`src/rtl/alu_seq_pkg.sv`:
```
`default_nettype none
// +----------------------------------------------------------------------------+
// | alu_seq_pkg                                                                |
// | Shared widths, command mode encodings and FSM state type for alu_sequencer.|
// | Revision: 1.0                                                              |
// +----------------------------------------------------------------------------+
package alu_seq_pkg;

  localparam int DEF_W   = 4;
  localparam int DEF_OCW = 3;
  localparam int CNT_W   = 4;

  localparam logic [1:0] MODE_LOAD  = 2'b00;
  localparam logic [1:0] MODE_ALU   = 2'b01;
  localparam logic [1:0] MODE_SHIFT = 2'b10;
  localparam logic [1:0] MODE_STEP  = 2'b11;

  typedef enum logic [2:0] {
    ST_IDLE  = 3'd0,
    ST_LOAD  = 3'd1,
    ST_EXEC  = 3'd2,
    ST_SHIFT = 3'd3,
    ST_CLEAR = 3'd4,
    ST_STEP  = 3'd5,
    ST_DONE  = 3'd6
  } state_t;

endpackage
`default_nettype wire

```
`src/rtl/seq_counter.sv`:
```
`default_nettype none
// +----------------------------------------------------------------------------+
// | seq_counter                                                                |
// | Loadable down-counter with zero flag; sizes SHIFT and STEP bursts.         |
// | Revision: 1.0                                                              |
// +----------------------------------------------------------------------------+
module seq_counter #(
  parameter int CW = 4
) (
  input  logic          clk,
  input  logic          rst_n,
  input  logic          load,
  input  logic [CW-1:0] load_val,
  input  logic          dec,
  output logic [CW-1:0] count,
  output logic          zero
);

  logic [CW-1:0] r_count;

  // Decrement saturates at zero so a stray dec never wraps the burst length.
  always_ff @(posedge clk or negedge rst_n) begin
    if (!rst_n) begin
      r_count <= '0;
    end else if (load) begin
      r_count <= load_val;
    end else if (dec && (r_count != '0)) begin
      r_count <= r_count - 1'b1;
    end
  end

  assign count = r_count;
  assign zero  = (r_count == '0);

endmodule
`default_nettype wire

```
`src/rtl/alu_sequencer.sv`:
```
`default_nettype none
// +----------------------------------------------------------------------------+
// | alu_sequencer                                                              |
// | Command FSM driving an external alu and accumulator register strobes.     |
// | Revision: 1.0                                                              |
// +----------------------------------------------------------------------------+
module alu_sequencer
  import alu_seq_pkg::*;
#(
  parameter int W   = DEF_W,
  parameter int OCW = DEF_OCW
) (
  input  logic           clk,
  input  logic           rst_n,
  input  logic           cmd_valid,
  output logic           cmd_ready,
  input  logic [1:0]     cmd_mode,
  input  logic [OCW-1:0] cmd_oc,
  input  logic [W-1:0]   cmd_op,
  output logic [OCW-1:0] alu_oc,
  output logic [W-1:0]   alu_a,
  output logic [W-1:0]   alu_b,
  input  logic [W-1:0]   alu_f,
  output logic           acc_cl,
  output logic           acc_ld,
  output logic           acc_inc,
  output logic           acc_dec,
  output logic           acc_sr,
  output logic           acc_ir,
  output logic           acc_sl,
  output logic           acc_il,
  output logic [W-1:0]   acc_in,
  input  logic [W-1:0]   acc_out,
  output logic           res_valid,
  input  logic           res_ready,
  output logic [W-1:0]   res_data
);

  state_t           r_state;
  state_t           w_next_state;
  logic [1:0]       r_mode;
  logic [OCW-1:0]   r_oc;
  logic [W-1:0]     r_op;
  logic             r_res_valid;

  logic             w_accept;
  logic             w_cnt_load;
  logic [CNT_W-1:0] w_cnt_val;
  logic             w_cnt_dec;
  logic [CNT_W-1:0] w_cnt_count;
  logic             w_cnt_zero;

  seq_counter #(
    .CW (CNT_W)
  ) u_seq_counter (
    .clk      (clk),
    .rst_n    (rst_n),
    .load     (w_cnt_load),
    .load_val (w_cnt_val),
    .dec      (w_cnt_dec),
    .count    (w_cnt_count),
    .zero     (w_cnt_zero)
  );

  assign w_accept  = cmd_valid && (r_state == ST_IDLE);
  assign cmd_ready = (r_state == ST_IDLE);
  assign res_valid = r_res_valid;
  assign res_data  = r_res_valid ? acc_out : '0;

  always_ff @(posedge clk or negedge rst_n) begin
    if (!rst_n) begin
      r_state <= ST_IDLE;
      r_mode  <= 2'b00;
      r_oc    <= '0;
      r_op    <= '0;
    end else begin
      r_state <= w_next_state;
      if (w_accept) begin
        r_mode <= cmd_mode;
        r_oc   <= cmd_oc;
        r_op   <= cmd_op;
      end
    end
  end

  // Result is presented one cycle after entering DONE, giving accept-to-valid of N+1 edges.
  always_ff @(posedge clk or negedge rst_n) begin
    if (!rst_n) begin
      r_res_valid <= 1'b0;
    end else if (r_res_valid && res_ready) begin
      r_res_valid <= 1'b0;
    end else if (r_state == ST_DONE) begin
      r_res_valid <= 1'b1;
    end
  end

  always_comb begin
    w_next_state = r_state;
    w_cnt_load   = 1'b0;
    w_cnt_val    = '0;
    w_cnt_dec    = 1'b0;
    alu_oc       = '0;
    alu_a        = '0;
    alu_b        = '0;
    acc_in       = '0;
    acc_cl       = 1'b0;
    acc_ld       = 1'b0;
    acc_inc      = 1'b0;
    acc_dec      = 1'b0;
    acc_sr       = 1'b0;
    acc_ir       = 1'b0;
    acc_sl       = 1'b0;
    acc_il       = 1'b0;

    case (r_state)
      ST_IDLE: begin
        if (cmd_valid) begin
          case (cmd_mode)
            MODE_LOAD: w_next_state = ST_LOAD;
            MODE_ALU:  w_next_state = ST_EXEC;
            MODE_SHIFT: begin
              w_cnt_load   = 1'b1;
              w_cnt_val    = CNT_W'(cmd_oc);
              w_next_state = (w_cnt_val == '0) ? ST_DONE : ST_SHIFT;
            end
            default: begin
              if (cmd_oc[2]) begin
                w_next_state = ST_CLEAR;
              end else begin
                w_cnt_load   = 1'b1;
                w_cnt_val    = CNT_W'(cmd_op);
                w_next_state = (w_cnt_val == '0) ? ST_DONE : ST_STEP;
              end
            end
          endcase
        end
      end

      ST_LOAD: begin
        acc_ld       = 1'b1;
        acc_in       = r_op;
        w_next_state = ST_DONE;
      end

      ST_EXEC: begin
        alu_oc       = r_oc;
        alu_a        = acc_out;
        alu_b        = r_op;
        acc_in       = alu_f;
        acc_ld       = 1'b1;
        w_next_state = ST_DONE;
      end

      ST_CLEAR: begin
        acc_cl       = 1'b1;
        w_next_state = ST_DONE;
      end

      ST_SHIFT: begin
        if (!w_cnt_zero) begin
          w_cnt_dec = 1'b1;
          if (r_op[2]) begin
            acc_sl = 1'b1;
            acc_il = r_op[3];
          end else begin
            acc_sr = 1'b1;
            acc_ir = r_op[3];
          end
        end
        // Leave on the pulse that takes the count from 1 to 0.
        if (w_cnt_count <= CNT_W'(1)) begin
          w_next_state = ST_DONE;
        end
      end

      ST_STEP: begin
        if (!w_cnt_zero) begin
          w_cnt_dec = 1'b1;
          if (r_oc[0]) begin
            acc_dec = 1'b1;
          end else begin
            acc_inc = 1'b1;
          end
        end
        if (w_cnt_count <= CNT_W'(1)) begin
          w_next_state = ST_DONE;
        end
      end

      ST_DONE: begin
        if (r_res_valid && res_ready) begin
          w_next_state = ST_IDLE;
        end
      end

      default: w_next_state = ST_IDLE;
    endcase
  end

  logic w_unused;
  assign w_unused = ^r_mode;

endmodule
`default_nettype wire
```
`config.mk`:
```
export PLATFORM = sky130hd
export DESIGN_NAME = alu_sequencer
export DESIGN_NICKNAME = d
export VERILOG_FILES = /design/src/rtl/alu_seq_pkg.sv /design/src/rtl/seq_counter.sv /design/src/rtl/alu_sequencer.sv
export SDC_FILE = /design/constraint.sdc
export NUM_CORES = 1
export LEC_CHECK = 0
export ABC_AREA = 0
export ABC_CLOCK_PERIOD_IN_PS = 2700
export CORE_ASPECT_RATIO = 1.75
export CORE_MARGIN = 1
export CORE_UTILIZATION = 40
export CTS_BUF_LIST = sky130_fd_sc_hd__clkbuf_8
export DETAILED_ROUTE_END_ITERATION = 16
export GPL_TIMING_DRIVEN = 0
export MAX_ROUTING_LAYER = met4
export PLACE_DENSITY = 0.77
export RECOVER_POWER = 50
export SLEW_MARGIN = 20
export SYNTH_ARGS = -nofsm -noshare
export SYNTH_HDL_FRONTEND = slang
export SYNTH_SLANG_ARGS = --single-unit
```
`constraint.sdc`:
```
create_clock -name clk -period 2.7 [get_ports clk]
set_input_delay 0.54 -clock clk [delete_from_list [all_inputs] [get_ports clk]]
set_output_delay 0.54 -clock clk [all_outputs]
set_load 0.005 [all_outputs]
```
======== Word-level counts from Yosys, hierarchy flattened ========
Cells that the tools add are included.
storage, ports and cells
  bits of input ports ..................... 21
  flip-flop bits (word level) ............. 15
operators by class
  order comparisons ....................... 1
  reduce and logical (&&, ||, !) cells .... 16
  muxes and demuxes ....................... 47
  add/subtract/negate cells ............... 1
  eq/ne operators ......................... 11
operators with widths
  kind                   number
  $mux W4                8
  $mux W1                27
  $pmux W4 S2            2
  $mux W3                5
  $pmux W3 S4            1
  $eq A3 B3 Y1 const B   3
  $pmux W3 S3            1
  $logic_not A4 Y1       2
  $eq A3 B2 Y1 const B   2
  $logic_not A3 Y1       2
  $reduce_or A2 Y1       3
  $le A4 B1 Y1 const B   1
  $mux W2                2
  $ne A2 B2 Y1 const B   2
  $reduce_bool A2 Y1     2
  $reduce_bool A4 Y1     1
  $sub A4 B1 Y4 const B  1
  $eq A3 B1 Y1 const B   1
  $logic_and A1 B1 Y1    3
  $reduce_and A3 Y1      1
  $reduce_or A3 Y1       1
  $eq A2 B1 Y1 const B   1
  $eq A2 B2 Y1 const B   1
  $logic_not A2 Y1       1
  2 further kinds        2

======== Depth between registers and ports, before layout ========
Gate-level depths: netlist (run 1).
  depth after elaboration ................. 6
  mapped depth ............................ 6
  mapped depth without buffers ............ 6

======== By module ========
Synthesis (run 1) repeated with hierarchy kept, for this count alone.
second synthesis, totals
  cells, all modules ...................... 134
  area total of the unflattened synthesis .. 1174.9 µm²
by module, submodules not included
  module         instances  area an instance (µm²)  cells each
  alu_sequencer  1          904.6                   107
  seq_counter    1          270.3                   27

======== Least setup slack after synthesis (run 1) ========
No wires, ideal clock.
  path kind ............................... reg2out
  start point ............................. reg u_seq_counter.r_count[0] (netlist: u_seq_counter.count[0])
  end point ............................... out acc_il
  path buffers ............................ 0
  data arrival time ....................... 1.582 ns
  data required time ...................... 2.160 ns
  stages on the path, launching flop included .. 7
  path slack .............................. 0.578 ns
  cells stage by stage .................... dfrtp_1 > inv_1 > ha_1 > or3b_2 > and2_1 > and3_1 > and2_1
between the ends
  word-level cells in the longest chain between the ends .. 3
RTL lines
  item                    RTL line              RTL
  start, declared         seq_counter.sv:19     logic [CW-1:0] r_count;
  start signal, assigned  seq_counter.sv:26     r_count <= load_val;
  start signal, assigned  seq_counter.sv:28     r_count <= r_count - 1'b1;
  $logic_not A4 Y1        seq_counter.sv:33     assign zero = (r_count == '0);
  $mux W1                 alu_sequencer.sv:160  if (!w_cnt_zero) begin
  $mux W1                 alu_sequencer.sv:115  case (r_state)
  end, declared           alu_sequencer.sv:31   output logic acc_il,
No other way between the ends.

======== Final worst setup path (run 1) ========
  start point ............................. reg u_seq_counter.r_count[1] (netlist: u_seq_counter.count[1])
  end point ............................... out acc_dec
between the ends
  word-level cells in the longest chain between the ends .. 3
RTL lines
  item              RTL line              RTL
  $logic_not A4 Y1  seq_counter.sv:33
  $mux W1           alu_sequencer.sv:177  if (!w_cnt_zero) begin
  $mux W1           alu_sequencer.sv:115
  end, declared     alu_sequencer.sv:27   output logic acc_dec,
No other way between the ends.

==> results of run 1 <==
[power groups by stage]
stage	Clock, mW	Sequential (mW)	Combinational, mW
final	0.175	0.464	1.05
after global routing	0.186	0.482	1.16
after detailed placement	0	0.473	1.01
after CTS	0.178	0.466	1.04
after floorplan	0	0.435	0.614
after global placement	0	0.462	0.979
[synth_stat cells]
master,number,area (sq um)
a2111oi_0,2,17.5
a21oi_1,4,20.0
a21oi_2,1,8.76
a221oi_1,2,17.5
a22oi_1,6,45.0
a2bb2oi_2,1,15.0
a31oi_1,2,12.5
and2_1,18,113
and3_1,2,12.5
and4_1,1,8.76
buf_2,1,5.00
buf_6,1,11.3
clkbuf_1,4,15.0
dfrtp_1,15,375
ha_1,7,87.6
inv_1,7,26.3
mux2_2,8,90.1
mux2i_1,1,10.0
nand2_1,4,15.0
nand3_1,4,20.0
nand4_1,1,6.26
nor2_1,9,33.8
nor2b_1,7,43.8
nor3_1,6,30.0
nor3b_1,1,7.51
nor4_1,1,6.26
nor4b_4,1,23.8
o21a_1,1,7.51
o21ai_0,5,25.0
o21ai_4,1,16.3
o221ai_1,1,8.76
o22a_1,1,8.76
o311ai_0,1,8.76
o31ai_1,3,22.5
or3b_2,1,8.76
xor2_1,2,17.5
[metal layers]
| layer | vias to the layer above | share of wire (%) |
|---|---|---|
| li1 | 590 | - |
| met1 | 584 | 36 |
| met2 | 51 | 57 |
| met3 | 4 | 5.4 |
| met4 | 0 | 1.2 |
| met5 | - | 0 |
[registers in the layout (all words and copies together) (netlist names)]
register,cells
u_seq_counter.count,4
r_state,3
r_op,4
r_oc,3
res_valid,1
[layout make-up]
class                      instances  area [sq um]
fill                             257          1110
sequential                        15           377
multi-input combinational        105           769
timing repair buffer              50           497
clock inverter                     1          3.75
clock buffer                       3          41.3
buffer                             6          38.8
tap                               28          35.0
inverter                           7          26.3
[cell families after synthesis]
| kind of cell | Yosys count | share of synthesized area (%) |
|---|---|---|
| and+or+nand+nor | 56 | 27.4 |
| xor gates and xnor gates | 2 | 1.46 |
| AOI/OAI and AO/OA | 31 | 19.5 |
| buffers and inverters | 13 | 4.79 |
| muxes | 9 | 8.33 |
| DFF | 15 | 31.3 |
| adders and majority gates | 7 | 7.29 |
[what timing repair did]
action | in CTS | in global routing
resized for setup | 4 | 8
buffers inserted | 1 | 0
setup endpoints to repair | 15 | 12
pin swaps | 0 | 0
hold buffers | 0 | 0
[cell usage in the layout (no fill, tap or decap), types with 2 or more instances in the layout]
master	synthesis	layout
ha_1	7	7
nand2_1	4	4
and2_1	18	17
and3_1	2	2
mux2_2	8	8
o31ai_1	3	3
a22oi_1	6	6
a221oi_1	2	2
inv_1	7	7
dlygate4sd3_1	0	6
a21oi_1	4	4
clkbuf_8	0	3
a2111oi_0	2	2
buf_4	0	2
nor2b_1	7	7
clkdlybuf4s50_1	0	42
nor3_1	6	5
nand3_1	4	4
nor2_1	9	9
o21ai_0	5	5
dfrtp_1	15	14
xor2_1	2	2
clkbuf_1	4	2
a31oi_1	2	2
[final timing paths]
| path | from | endpoint | cells after the start |
|---|---|---|---|
| min in group asynchronous | rst_n | r_state[2]$_DFFE_PN0P_ | 1 |
| worst min register to register | r_oc[1]$_DFFE_PN0P_ | r_oc[1]$_DFFE_PN0P_ | 1 |
| max in group asynchronous | rst_n | r_state[1]$_DFFE_PN0P_ | 1 |
| worst min-delay path | r_oc[1]$_DFFE_PN0P_ | r_oc[1]$_DFFE_PN0P_ | 1 |
| worst max-delay path | u_seq_counter.count[1]$_DFFE_PN0P_ | acc_dec | 6 |
| worst max register to register | r_state[2]$_DFFE_PN0P_ | u_seq_counter.count[2]$_DFFE_PN0P_ | 5 |
==> results.sh, run 1 <==
export IMPL_status="finished with violations"
export IMPL_violations="design-rule violations"
export IMPL_fin_ws_ns=0.100
export IMPL_critPathTopFamily="simple AND/OR/NAND/NOR gates"
export IMPL_die_y_um=74.5
export IMPL_wl_per_cell_um=15.7
export IMPL_grt_pass1_wl_mm=5.17
export IMPL_die_w_um=43.4
export IMPL_hold_viol=0
export IMPL_synthToLayoutAreaGrowth_pct=48.9
export IMPL_seqPwrFrac_pct=27.5
export IMPL_setup_viol=0
export IMPL_ys_seq_area_share_pct=31.3
export IMPL_syn_avg_cell_area_sq_um=9.03
export IMPL_numPortBuffers=49
export IMPL_crit_required_ns=2.16
export IMPL_finalNonFillerCells=215
export IMPL_clock_power_share_pct=10.3
export IMPL_clk_path_buf_depth=2
export IMPL_final_area_sq_mm=0.00179
export IMPL_start_kind="flop"
export IMPL_whs_ns=0.508
export IMPL_grt_antenna_before_repair=0
export IMPL_crit_slowest_cell="clkdlybuf4s50_1"
export IMPL_drtIter0Drc=39
export IMPL_grt_setup_unrepaired="no"
export IMPL_ys_warn_count=0
export IMPL_syn_instance_count=133
export IMPL_total_power_mw=1.69
export IMPL_grt_pass1_vias=1133
export IMPL_crit_chain="inv_2 > ha_1 > or3b_4 > and2_4 > and4_1 > clkdlybuf4s50_1"
export IMPL_internal_power_mw=1.01
export IMPL_htreeDepth=1
export IMPL_critical_path_class="reg -> out"
export IMPL_syn_num_nets=161
export IMPL_fin_setup_tns_ns=0
export IMPL_placed_area_sq_mm=0.00173
export IMPL_gr_max_usage_layer="met2"
export IMPL_global_route_usage_met3_pct=3.16
export IMPL_fin_nets=216
export IMPL_grt_overflow_total=0
export IMPL_clk_latency_ns=0.24
export IMPL_max_stage_delay_ns=0.43
export IMPL_postRouteAntennaNets=0
export IMPL_crit_fanout=4
export IMPL_grt_max_degree=16
export IMPL_grt_usage_pct=21.8
export IMPL_wl_mm=3.37
export IMPL_place_ws_ns=0.0356
export IMPL_cts_tree="built"
export IMPL_vias=1229
export IMPL_dp_cells=210
export IMPL_fmax_ghz=0.385
export IMPL_ff2ff_setup_slack_ns=0.39
export IMPL_drt_pass1_iterations=11
export IMPL_final_core_util_pct=61.8
export IMPL_numCtsBuffers=3
export IMPL_clock_skew_ns=0.00622
export IMPL_p_switching_mw=0.677
export IMPL_antenna_cells=0
export IMPL_rows=26
export IMPL_vias_per_cell=5.72
export IMPL_yosysUniqueCellTypes=36
export IMPL_swShare_pct=40.0
export IMPL_gp_congestion=0.789
export IMPL_syn_area_sq_mm=0.00120
export IMPL_min_period_ns=2.60
export IMPL_period_share_pct=96.3
export IMPL_worst_hold_path_type="reg -> reg"
export IMPL_die_area_sq_mm=0.00323
export IMPL_p_leak_nw=0.734
export IMPL_drc=7
export IMPL_worst_pin_slew_ns=1.15
export IMPL_endpoint_kind="output port"
export IMPL_hpwlAfterDp_mm=2.64
export IMPL_maxCapViolCount=0
export IMPL_drive_gt1_share_pct=13.4
export IMPL_cts_sinks=15
export IMPL_core_area_sq_mm=0.00290
export IMPL_root_buffer="clkbuf_8"
export IMPL_slew_viol_final=0
export IMPL_worst_path_buf_inv=2
export IMPL_ios=50
export IMPL_yosys_register_bits=15
export IMPL_met1_usage_pct=22.9
export IMPL_clk_pin_slew_ns=0.06
export IMPL_slew_headroom_pct=23.1
export IMPL_start_util_pct=41.5
export IMPL_vdd_ir_drop_max_mv=0.474
export IMPL_p_comb_share_pct=62.2
export IMPL_grtUsageMet2_pct=40.6
export IMPL_cp_arrival_ns=2.06
export IMPL_p_per_area_mw_per_mm2=945
Power figures use the tool's default switching activity.
==> inputs of run 2 (changes only) <==
--- a/config.mk
+++ b/config.mk
@@ -6,7 +6,7 @@
 export NUM_CORES = 1
 export LEC_CHECK = 0
 export ABC_AREA = 0
-export ABC_CLOCK_PERIOD_IN_PS = 2700
+export ABC_CLOCK_PERIOD_IN_PS = 2800
 export CORE_ASPECT_RATIO = 1.75
 export CORE_MARGIN = 1
 export CORE_UTILIZATION = 40
==> constraint.sdc (replaced) <==
create_clock -name clk -period 2.8 [get_ports clk]
set_input_delay 0.56 -clock clk [delete_from_list [all_inputs] [get_ports clk]]
set_output_delay 0.56 -clock clk [all_outputs]
set_load 0.005 [all_outputs]
==> run 2 against run 1 <==
Net effect:
- the flow still finishes with violations (design-rule violations)
- hold slack barely moved
- non-clock buffer count unchanged
- global-route usage grew 0.051 points
- sequential cell count is the same
- wire length down 1.5%
- via count shrank 0.73%
- sequential power shrank 4.3%
- setup slack better by 0.026 ns
- die area stayed put
- core utilization is 0.26 points lower
- critical endpoint is now u_seq_counter.count[2]$_DFFE_PN0P_
==> results.sh, run 2 (synthesis gave the netlist of run 1 again) <==
export IMPL_endpoint_kind="flop"
export IMPL_crit_required_ns=2.91
export IMPL_grt_pass1_wl_mm=5.18
export IMPL_hold_path_startpoint="r_oc[1]$_DFFE_PN0P_"
export IMPL_drive_gt1_share_pct=11.8
export IMPL_gp_congestion=0.789
export IMPL_hpwlAfterDp_mm=2.64
export IMPL_numPortBuffers=49
export IMPL_core_area_sq_mm=0.00290
export IMPL_clk_pin_slew_ns=0.06
export IMPL_cp_arrival_ns=2.79
export IMPL_layout_commonest_cell="clkdlybuf4s50_1"
export IMPL_fin_nets=216
export IMPL_whs_ns=0.508
export IMPL_fmax_ghz=0.374
export IMPL_critical_path_class="in -> reg"
export IMPL_slew_headroom_pct=23.1
export IMPL_crit_fanout=10
export IMPL_drc=8
export IMPL_grt_overflow_total=0
export IMPL_final_cell_mix="clkdlybuf4s50_1 (42), and2_1 (18), dfrtp_1 (15)"
export IMPL_fin_setup_tns_ns=0
export IMPL_wl_mm=3.32
export IMPL_period_share_pct=95.5
export IMPL_violations="design-rule violations"
export IMPL_start_kind="input pin"
export IMPL_postRouteAntennaNets=0
export IMPL_slew_viol_final=0
export IMPL_drtIter0Drc=46
export IMPL_worst_hold_path_type="reg -> reg"
export IMPL_maxCapViolCount=0
export IMPL_vias=1220
export IMPL_antenna_cells=0
export IMPL_status="finished with violations"
export IMPL_synthToLayoutAreaGrowth_pct=48.2
export IMPL_htreeDepth=1
export IMPL_cts_tree="built"
export IMPL_cts_hold_buf=0
export IMPL_p_per_area_mw_per_mm2=903
export IMPL_wl_per_cell_um=15.4
export IMPL_min_period_ns=2.67
export IMPL_grt_usage_pct=21.9
export IMPL_grt_pass1_vias=1144
export IMPL_root_buffer="clkbuf_8"
export IMPL_worst_pin_slew_ns=1.15
export IMPL_die_w_um=43.4
export IMPL_grt_setup_unrepaired="no"
export IMPL_die_y_um=74.5
export IMPL_worstReg2RegStart="r_state[2]$_DFFE_PN0P_"
export IMPL_rows=26
export IMPL_startpoint="cmd_valid"
export IMPL_die_area_sq_mm=0.00323
export IMPL_numCtsBuffers=3
export IMPL_start_util_pct=41.5
export IMPL_hold_viol=0
export IMPL_vdd_ir_drop_max_mv=0.453
export IMPL_ios=50
export IMPL_drt_pass1_iterations=11
export IMPL_vias_per_cell=5.67
export IMPL_grt_antenna_before_repair=0
export IMPL_clk_path_buf_depth=2
export IMPL_clock_skew_ns=0.00559
export IMPL_p_leak_nw=0.745
export IMPL_cts_sinks=15
export IMPL_grt_max_degree=16
export IMPL_clk_latency_ns=0.25
export IMPL_setup_viol=0
==> run 2: cell types whose count changed in the layout (fill, tap and decap cells not counted), sizes merged <==
| cell | before | now |
|---|---|---|
| dlygate4sd2 | 1 | 0 |
| dlymetal6s2s | 0 | 1 |
==> run 2: worst paths after layout <==
path,cells after the start,slack [ns],endpoint
setup / recovery,5,0.13,u_seq_counter.count[2]$_DFFE_PN0P_
hold / removal,1,0.51,r_oc[1]$_DFFE_PN0P_
setup reg to reg,5,0.46,u_seq_counter.count[2]$_DFFE_PN0P_
hold reg to reg,1,0.51,r_oc[1]$_DFFE_PN0P_
max in group asynchronous,1,1.53,r_oc[1]$_DFFE_PN0P_
min in group asynchronous,1,0.81,r_state[2]$_DFFE_PN0P_
==> run 2: final cells by class <==
cell class | instances | area, sq um
clock inverter | 1 | 3.75
tap | 28 | 35.0
clock buffer | 3 | 41.3
timing repair buffer | 50 | 500
sequential | 15 | 375
multi-input combinational | 105 | 762
inverter | 7 | 26.3
buffer | 6 | 36.3
fill | 251 | 1110
==> run 2: timing repair <==
item                       in CTS  in global routing
buffers inserted                1                  0
setup endpoints to repair       2                 12
resized for setup               2                  7
cloned                          0                  0
==> run 2: metal layers <==
metal	up-vias	share of wire, %	GRT usage (%)	wire, um
li1	590	-	-	-
met1	578	37	22.9	1220
met2	46	57	40.1	1880
met3	6	4.6	3.40	152
met4	0	1.8	8.33	61
met5	-	0	-	0
==> run 2: where the power goes <==
| part | internal (mW) | switching [mW] | total, mW |
|---|---|---|---|
| combinational | 0.537 | 0.457 | 0.994 |
| sequential | 0.330 | 0.114 | 0.444 |
| clock | 0.0969 | 0.0718 | 0.169 |
==> run 2: critical path, stage by stage <==
cell,delay (ns)
dlygate4sd3_1,0.58
nor4b_2,0.94
o21ai_4,0.22
a221oi_1,0.40
a21oi_1,0.09
==> run 2: through the flow <==
step / util, % / setup WS (ns) / cells / area [sq um] / total power [mW]
3_3_place_gp: 59.6 / 0.150 / 210 / 1730 / 1.39
2_1_floorplan: - / 0.658 / 133 / 1200 / 1.01
5_1_grt: 61.5 / 0.0204 / 215 / 1780 / 1.75
3_5_place_dp: 59.6 / 0.116 / 210 / 1730 / 1.43
6_report: 61.5 / 0.127 / 215 / 1780 / 1.61
4_1_cts: 61.5 / 0.00607 / 215 / 1780 / 1.62
==> inputs of run 3 (changes only) <==
--- a/config.mk
+++ b/config.mk
@@ -8,13 +8,13 @@
 export ABC_AREA = 0
 export ABC_CLOCK_PERIOD_IN_PS = 2800
 export CORE_ASPECT_RATIO = 1.75
-export CORE_MARGIN = 1
-export CORE_UTILIZATION = 40
+export CORE_MARGIN = 2
+export CORE_UTILIZATION = 44
 export CTS_BUF_LIST = sky130_fd_sc_hd__clkbuf_8
 export DETAILED_ROUTE_END_ITERATION = 16
 export GPL_TIMING_DRIVEN = 0
 export MAX_ROUTING_LAYER = met4
-export PLACE_DENSITY = 0.77
+export PLACE_DENSITY = 0.83
 export RECOVER_POWER = 50
 export SLEW_MARGIN = 20
 export SYNTH_ARGS = -nofsm -noshare
==> run 3 against run 2 <==
Net effect:
- the flow now finishes without violations
- die area is 1.7% lower
- register-to-register slack gained 0.05 ns
- core utilization up 5.4 points
- setup slack worse by 0.0032 ns
- cell count fell by 0.47%
- wire length increased by 1.0%
- maximum frequency is 0.12% lower
==> results.sh, run 3 (synthesis gave the netlist of run 1 again) <==
export IMPL_worst_path_buf_inv=2
export IMPL_crit_required_ns=2.24
export IMPL_gp_congestion=0.843
export IMPL_clock_skew_ns=0.00502
export IMPL_grt_pass1_wl_mm=5.48
export IMPL_start_kind="flop"
export IMPL_core_area_sq_mm=0.00266
export IMPL_cts_tree="built"
export IMPL_setup_viol=0
export IMPL_grt_setup_unrepaired="no"
export IMPL_clk_pin_slew_ns=0.06
export IMPL_hpwlAfterDp_mm=2.67
export IMPL_wl_per_cell_um=15.7
export IMPL_worstReg2RegStart="r_state[2]$_DFFE_PN0P_"
export IMPL_crit_chain="inv_2 > ha_1 > or3b_4 > and2_1 > and4_1 > clkdlybuf4s50_1"
export IMPL_clk_latency_ns=0.25
export IMPL_die_y_um=73.1
export IMPL_hold_viol=0
export IMPL_fmax_ghz=0.374
export IMPL_vdd_ir_drop_max_mv=0.527
export IMPL_maxCapViolCount=0
export IMPL_drc=0
export IMPL_ios=50
export IMPL_rows=25
export IMPL_start_util_pct=45.2
export IMPL_period_share_pct=95.6
export IMPL_min_period_ns=2.68
export IMPL_grt_overflow_total=0
export IMPL_die_w_um=43.5
export IMPL_synthToLayoutAreaGrowth_pct=48.1
export IMPL_critPathTopFamily="simple AND/OR/NAND/NOR gates"
export IMPL_p_per_area_mw_per_mm2=909
export IMPL_antenna_cells=0
export IMPL_crit_slowest_cell="clkdlybuf4s50_1"
export IMPL_wl_mm=3.35
export IMPL_max_stage_delay_ns=0.44
export IMPL_numPortBuffers=49
export IMPL_vias=1246
export IMPL_reg2reg_depth=5
export IMPL_numCtsBuffers=3
export IMPL_layout_commonest_cell="clkdlybuf4s50_1"
export IMPL_fin_nets=216
export IMPL_startpoint="u_seq_counter.count[1]$_DFFE_PN0P_"
export IMPL_whs_ns=0.501
export IMPL_final_cell_mix="clkdlybuf4s50_1 (41), and2_1 (18), dfrtp_1 (15)"
export IMPL_crit_fanout=4
export IMPL_fin_setup_tns_ns=0
export IMPL_vias_per_cell=5.82
export IMPL_grt_antenna_before_repair=0
export IMPL_cts_sinks=15
export IMPL_p_leak_nw=0.730
export IMPL_clk_path_buf_depth=2
export IMPL_grt_max_degree=16
export IMPL_endpoint_kind="output port"
export IMPL_drive_gt1_share_pct=12.3
export IMPL_htreeDepth=1
export IMPL_ff2ff_setup_slack_ns=0.51
export IMPL_postRouteAntennaNets=0
export IMPL_slew_viol_final=0
export IMPL_path_depth=6
export IMPL_status="finished clean"
export IMPL_hold_depth=1
export IMPL_cts_hold_buf=0
export IMPL_worst_pin_slew_ns=1.17
export IMPL_rr_endpoint="u_seq_counter.count[1]$_DFFE_PN0P_"
export IMPL_drtIter0Drc=30
export IMPL_cp_arrival_ns=2.12
export IMPL_critPathCapture="acc_dec"
export IMPL_drt_pass1_iterations=5
export IMPL_worst_hold_path_type="reg -> reg"
export IMPL_root_buffer="clkbuf_8"
export IMPL_critical_path_class="reg -> out"
export IMPL_grt_usage_pct=23.2
export IMPL_die_area_sq_mm=0.00318
export IMPL_grt_pass1_vias=1204
export IMPL_slew_headroom_pct=21.6
[run 3: area by class of cell]
cell class | count | area [sq um]
clock inverter | 1 | 3.75
sequential | 15 | 375
multi-input combinational | 105 | 767
clock buffer | 3 | 41.3
buffer | 6 | 35.0
fill | 226 | 880
inverter | 7 | 26.3
timing repair buffer | 50 | 497
tap | 27 | 33.8
[run 3: routing by layer]
metal | share of wire, % | GRT usage, % | vias up
met1 | 37 | 25.0 | 592
met3 | 7.0 | 3.22 | 2
met5 | 0 | - | -
met4 | 0.57 | 6.06 | 0
li1 | - | - | 590
met2 | 55 | 43.3 | 62
[run 3: worst min path at each step]
stage	slack, ns	startpoint	to
4_1_cts	0.50	r_oc[1]$_DFFE_PN0P_	r_oc[1]$_DFFE_PN0P_
5_1_grt	0.52	r_oc[1]$_DFFE_PN0P_	r_oc[1]$_DFFE_PN0P_
6_report	0.50	r_oc[1]$_DFFE_PN0P_	r_oc[1]$_DFFE_PN0P_
3_3_place_gp	0.49	r_oc[1]$_DFFE_PN0P_	r_oc[1]$_DFFE_PN0P_
3_5_place_dp	0.49	r_oc[1]$_DFFE_PN0P_	r_oc[1]$_DFFE_PN0P_
2_1_floorplan	0.26	rst_n	r_oc[0]$_DFFE_PN0P_
[run 3: through the flow]
stage               power [mW]  setup slack (ns)  instances  cell area, sq um  utilization (%)
CTS                       1.62            0.0627        214              1780             67.0
floorplan                 1.01             0.658        133              1200                -
finish                    1.62             0.123        214              1780             66.9
global route              1.75            0.0137        214              1780             66.9
global placement          1.39             0.164        209              1730             64.9
detailed placement        1.43            0.0691        209              1730             64.9
[run 3: worst reg2reg max path: cells and delay by family (launching register included)]
| kind | cells | cell delay, ns |
|---|---|---|
| and+or+nand+nor | 1 | 1.00 |
| AOI/OAI and AO/OA | 3 | 0.65 |
| DFF | 1 | 0.37 |
| buffers and inverters | 1 | 0.14 |
[run 3: where the power goes]
group | internal [mW] | leakage [nW] | total [mW] | switching [mW]
Clock | 0.0970 | 0.0269 | 0.172 | 0.0748
Combinational | 0.535 | 0.524 | 1.00 | 0.465
Sequential | 0.330 | 0.179 | 0.445 | 0.115
[run 3: what timing repair did]
item,in CTS,in global routing
resized for setup,5,3
setup buffers,1,0
endpoints found under the setup margin,14,10
